### config.mk
export PLATFORM = sky130hd
export DESIGN_NAME = ultrasonic_burst_driver
export DESIGN_NICKNAME = d
export VERILOG_FILES = /design/src/rtl/ultrasonic_burst_driver.sv
export SDC_FILE = /design/constraint.sdc
export NUM_CORES = 1
export LEC_CHECK = 0
export BUFFER_PORTS_ARGS = -buffer_cell sky130_fd_sc_hd__buf_2
export CORE_MARGIN = 2
export CORE_UTILIZATION = 58
export CTS_CLUSTER_DIAMETER = 80
export DETAILED_ROUTE_END_ITERATION = 10
export PLACE_DENSITY = 0.83
export SYNTH_ARGS = -nofsm -noshare
export SYNTH_HDL_FRONTEND = slang
export SYNTH_SLANG_ARGS = --single-unit
### constraint.sdc
create_clock -name clk -period 3.26 [get_ports clk]
set_input_delay 0.163 -clock clk [delete_from_list [all_inputs] [get_ports clk]]
set_output_delay 0.163 -clock clk [all_outputs]
set_load 0.05 [all_outputs]
### src/rtl/ultrasonic_burst_driver.sv
// Complementary H-bridge burst generator: N periods of HIGH / dead / LOW / dead,
// timed in tick strobes, with start/busy/done handshake and immediate abort.
module ultrasonic_burst_driver #(
    parameter int unsigned HALF_TICKS = 10,
    parameter int unsigned DEAD_TICKS = 1,
    parameter int unsigned CNT_WIDTH  = 8
) (
    input  logic                 clk,
    input  logic                 rst,
    input  logic                 tick,
    input  logic                 start,
    input  logic [CNT_WIDTH-1:0] num_pulses,
    input  logic                 abort,
    output logic                 busy,
    output logic                 done,
    output logic                 drive_p,
    output logic                 drive_n,
    output logic [CNT_WIDTH-1:0] pulses_left
);

    localparam int unsigned TICK_W = 8;
    localparam logic [TICK_W-1:0] HALF_LAST = TICK_W'(HALF_TICKS - 1);
    localparam logic [TICK_W-1:0] DEAD_LAST = (DEAD_TICKS == 0) ? '0 : TICK_W'(DEAD_TICKS - 1);
    localparam logic HAS_DEAD = (DEAD_TICKS != 0);

    typedef enum logic [2:0] {
        S_IDLE,
        S_HIGH,
        S_DEAD_A,
        S_LOW,
        S_DEAD_B
    } state_t;

    state_t               state_q, state_d;
    logic [TICK_W-1:0]    cnt_q, cnt_d;
    logic [CNT_WIDTH-1:0] pulses_left_q, pulses_left_d;
    logic                 busy_q, busy_d;
    logic                 done_q, done_d;
    logic                 drive_p_q, drive_p_d;
    logic                 drive_n_q, drive_n_d;

    logic [TICK_W-1:0]    phase_last;
    logic                 phase_end;
    logic                 period_end;

    always_ff @(posedge clk) begin
        if (rst) begin
            state_q       <= S_IDLE;
            cnt_q         <= '0;
            pulses_left_q <= '0;
            busy_q        <= 1'b0;
            done_q        <= 1'b0;
            drive_p_q     <= 1'b0;
            drive_n_q     <= 1'b0;
        end else begin
            state_q       <= state_d;
            cnt_q         <= cnt_d;
            pulses_left_q <= pulses_left_d;
            busy_q        <= busy_d;
            done_q        <= done_d;
            drive_p_q     <= drive_p_d;
            drive_n_q     <= drive_n_d;
        end
    end

    // Tick count at which the current phase expires.
    always_comb begin
        phase_last = '0;
        case (state_q)
            S_HIGH, S_LOW:     phase_last = HALF_LAST;
            S_DEAD_A, S_DEAD_B: phase_last = DEAD_LAST;
            default:           phase_last = '0;
        endcase
        phase_end = tick && (cnt_q == phase_last);
    end

    always_comb begin
        state_d       = state_q;
        cnt_d         = cnt_q;
        pulses_left_d = pulses_left_q;
        done_d        = 1'b0;
        period_end    = 1'b0;

        case (state_q)
            S_IDLE: begin
                if (start) begin
                    if (num_pulses != '0) begin
                        pulses_left_d = num_pulses;
                        cnt_d         = '0;
                        state_d       = S_HIGH;
                    end else begin
                        done_d = 1'b1;
                    end
                end
            end
            default: begin
                if (phase_end) begin
                    cnt_d = '0;
                    case (state_q)
                        S_HIGH:   state_d = HAS_DEAD ? S_DEAD_A : S_LOW;
                        S_DEAD_A: state_d = S_LOW;
                        S_LOW: begin
                            if (HAS_DEAD) state_d = S_DEAD_B;
                            else          period_end = 1'b1;
                        end
                        default:  period_end = 1'b1;
                    endcase
                end else if (tick) begin
                    cnt_d = cnt_q + TICK_W'(1);
                end
            end
        endcase

        // Last period finishes the burst; otherwise start the next HIGH phase.
        if (period_end) begin
            if (pulses_left_q == CNT_WIDTH'(1)) begin
                state_d       = S_IDLE;
                pulses_left_d = '0;
                done_d        = 1'b1;
            end else begin
                state_d       = S_HIGH;
                pulses_left_d = pulses_left_q - CNT_WIDTH'(1);
            end
        end

        if (abort) begin
            state_d       = S_IDLE;
            cnt_d         = '0;
            pulses_left_d = '0;
            done_d        = 1'b0;
        end

        busy_d    = (state_d != S_IDLE);
        drive_p_d = (state_d == S_HIGH);
        drive_n_d = (state_d == S_LOW);
    end

    assign busy        = busy_q;
    assign done        = done_q;
    assign drive_p     = drive_p_q;
    assign drive_n     = drive_n_q;
    assign pulses_left = pulses_left_q;

endmodule

# Word level (Yosys, flattened, before mapping)
# Cells that the tools add are included.
# classes
reduce_logical	13
addsub	2
n_div	0
shift	0
n_lt_le_gt_ge	0
n_mux	27
multipliers	0
bitwise_logic	0
eq_ne	9
# op_table
op	n
2-to-1 mux 8 bit	10
2-to-1 mux 3 bit	6
== test 3 x 2 -> 1 bit (second input constant)	3
2-to-1 mux 1 bit	9
case mux 3 bit (3 select lines)	1
adder 8 x 1 -> 8 bit (second input constant)	1
== test 8 x 1 -> 1 bit (second input constant)	1
== test 8 bit	1
nonzero test 8 bit	1
subtractor 8 x 1 -> 8 bit (second input constant)	1
== test 3 x 1 -> 1 bit (second input constant)	2
AND reduction 3 bit	2
nonzero test 2 bit	3
nonzero test 3 bit	2
2-to-1 mux 4 bit	1
inequality test 2 bit (second input constant)	2
OR reduction 2 bit	2
logical NOT 3 bit	1
OR reduction 3 bit	1
logical AND 1 bit	1
# totals
ramBits	0
ff_bits	23
out_inout_bits	12
latch_bits	0
rom_bits	0
mem_count	0
inputBits	13
wordCells	58

# Logic depth before layout (Yosys ltp)
# logic_depth
depth_word	10
ltp_mapped	8
depth_no_buf	7

# Worst setup path before layout
# Ideal clock, no wire load.
# synth_timing
path_type	register to register
from	register pulses_left_q[0] (netlist: pulses_left[0])
to	register pulses_left_q[2] (netlist: pulses_left[2])
stages_incl_launch_ff	8
setup_slack_ns	1.053
path_buffers	1
arrival_ns	2.076
t_required_ns	3.129
cell_sequence	dfxtp_1 > ha_1 > or4b_4 > nor4_4 > nor2b_2 > buf_6 > a221oi_1 > nor3_1
# synth_via
elab_chain_cells	3
elab_cells_between_ends	4
classes_between	1 x add/sub; 1 x eq/ne; 2 x mux
# synth_lines
item	line	text
from (decl)	36	logic [CNT_WIDTH-1:0] pulses_left_q, pulses_left_d;
from (signal assigned)	58	pulses_left_q <= pulses_left_d;
subtractor 8 x 1 -> 8 bit / == test 8 x 1 -> 1 bit (equally long branches)	122, 116	
2-to-1 mux 8 bit *	116	if (pulses_left_q == CNT_WIDTH'(1)) begin
2-to-1 mux 8 bit *	115	if (period_end) begin
# Every way passes the cells marked *; elsewhere a longest branch is shown, timed or not.
# A chain may end at the register's enable or synchronous reset.

# Worst setup path after layout
# layout_timing
from	register pulses_left_q[0] (netlist: pulses_left[0])
to	register pulses_left_q[6] (netlist: pulses_left[6])
# Same word-level chain as after synthesis.

==> out/metrics.csv <==
metric,value,unit
status,"finished, final reports clean",
R2R depth,6,
overall die area,0.00271,mm^2
Fin Clk Skew,2.40,ps
CP Max Fanout,9,
worst r2r src,pulses_left[0],
post-route cell area,0.00148,mm^2
CTS H-tree lvls,1,
Worst R2R Setup Slack,1260,ps
synthesis-to-layout area growth,10.2,%
GPL Wtd Cong,0.888,
pin slew with the least headroom to its limit,723,ps
vias per cell,6.01,
hold path depth,3,
Ports,25,
"Top FF cell, synth",dfxtp_1,
vias in the first global route,1069,
GRT Residual Overflow,0,
RSZ-0062 raised after global routing,false,
CP Class,flip-flop to flip-flop,
Post-route DRC,0,
GRT Total Usage,22.6,%
Clock Path Buffers,2,
Slowest cell on crit path,or4b_4,
Post-DRT Antenna Nets,0,
HP Start,num_pulses[0],
port bufs,24,
Final Hold Viols,0,
top cell type's share of synthesized area,34.4,%
largest net degree at the start of global routing,14,
most frequent cells in the layout,"buf_2, dfxtp_1, nand2_1",
slew margin rel.,51.4,%
crit-path cells,ha_1 -> or4b_4 -> nor4_4 -> nor2b_2 -> a32oi_1 -> o22ai_1,
crit path to,pulses_left[6],
first-pass GRT wire length,4.58,mm
Final Core Density,67.3,%
Post-Route WL,2.93,mm
"FF+latch count, synth",23,
Crit path depth,6,
Root Driver,clkbuf_4,
reg-to-reg endpoint,pulses_left[6],
Hold Crit Class,input pin to flip-flop,
critical path arrival,2210,ps
DRT iter0 DRCs,40,
max_cap viols,0,
layout cells sized above 1,21.6,%
Worst-path clk slew,120,ps
Worst Setup End Kind,flip-flop,
Post-Synthesis Cells,165,
worst path required time,3470,ps
Worst IR Drop VDD,0.000388,V
# hold bufs at CTS,0,
"Setup violations, final",0,
final slew viol count,0,
YS warnings,0,
Die Span Y,52.0,um
Final Critical Period,2000,ps
CTS resizes,0,
Critical Path Max Stage Delay,490,ps
"most common cell after layout, fill and taps aside",buf_2,
setup tns final,0,ps
# diodes,0,
Final nets,202,
crit-path leading delay family,simple AND/OR/NAND/NOR gates,
total leakage power,0.000570,uW
CP bufs+invs,0,
total CTS buffers,3,
count of cell types in the netlist,47,
Mapped Nets,181,
CTS Sinks,23,
Mapped Area,0.00134,mm^2
total number of vias,1280,
FMAX,500,MHz
cell row count,17,
clock latency on the worst-skew pair,310,ps
"Seq/Total Area, Yosys",34.4,%
crit start category,flip-flop,
"Setup Fix Bufs, Post-CTS",0,
ys async rst share,0,%
initial antenna violation count,0,
Power Dens Cells,347,mW/mm^2
hpwl dp,2.21,mm
synthesized area per cell,8.11,um^2
chip width,52.0,um
Initial Util,61.1,%
DP Area,0.00145,mm^2
CTS tree,yes,
wire per inst,13.7,um
drt pass-1 iters,5,
core footprint,0.00219,mm^2
number of synthesized flops with an enable pin,0,
Yosys top cell by area,dfxtp_1,
Critical Path Source,pulses_left[0],
dominant cells by area after synthesis,"dfxtp_1, a21oi_1, nand2_1, nor2_1, xnor2_1",
part of the cycle the worst path needs,61.3,%
-- worst register-to-register path: cells and delay by family, from the launching register on --
kind	cells	cell delay, ps
simple gates	3	910
flops	1	450
compound gates	2	360
fa+ha+maj	1	180
-- layout make-up --
type,instances,area [um^2]
multi-input combinational,127,802
fill,213,716
sequential,23,460
timing repair buffer,25,128
tap,28,35.0
clock buffer,3,22.5
inverter,6,22.5
clock inverter,1,5.00
-- power by group --
part | internal (uW) | total (uW) | switching, uW
Sequential | 287 | 294 | 7.81
Combinational | 31.0 | 87.5 | 56.5
Clock | 45.9 | 130 | 83.8
-- stage by stage --
stage	instances	setup WS [ps]	hold slack, ps	total power, uW
after global placement	209	1310	416	386
after CTS	213	1280	84.5	516
after floorplan	165	1050	287	364
final	213	1260	89.3	512
after global routing	213	1070	86.6	538
after detailed placement	209	1310	431	387
-- synth_stat cells (2+ instances only) --
cell / number
dfxtp_1: 23
nand2_1: 20
a21oi_1: 17
nor2_1: 17
xnor2_1: 7
inv_1: 6
nor3_1: 5
buf_2: 4
nand3_1: 4
o21ai_0: 4
a32oi_1: 3
and2_1: 3
clkbuf_1: 3
ha_1: 3
nor4_1: 3
o22ai_1: 3
a211oi_1: 2
a21boi_0: 2
a221oi_1: 2
a31oi_1: 2
and3_1: 2
buf_6: 2
nand2b_1: 2
nand4_1: 2
nor4b_2: 2
-- worst min path at each step --
stage,to
5_1_grt,pulses_left[0]
6_report,pulses_left[0]
3_3_place_gp,drive_p
3_5_place_dp,pulses_left[0]
2_1_floorplan,drive_p
4_1_cts,pulses_left[0]
-- metal layers --
metal  track usage (%)  wire, um  part of all wire (%)
met1              27.0      1240                    42
met2              40.7      1490                    51
met3              2.59       161                   5.5
met4              9.21        36                   1.2
met5                 0         0                     0
-- sequential cells by signal, indices dropped and copies added (netlist names) --
signal	count
busy	1
cnt_q	8
pulses_left	8
drive_p	1
state_q	3
done	1
drive_n	1
-- cell families (layout without fill, tap and decap cells) --
| logic type | count (synthesis) | in the layout | share of synthesized area, % |
|---|---|---|---|
| flip-flops | 23 | 23 | 34.4 |
| adder cells (fa/ha/maj) | 3 | 3 | 2.80 |
| buffers and inverters | 15 | 35 | 5.70 |
| AND/OR/NAND/NOR | 71 | 71 | 29.5 |
| XOR/XNOR | 7 | 7 | 4.58 |
| AO/OA/AOI/OAI | 46 | 46 | 23.0 |
Note: power is estimated with default switching activity, not from simulation.
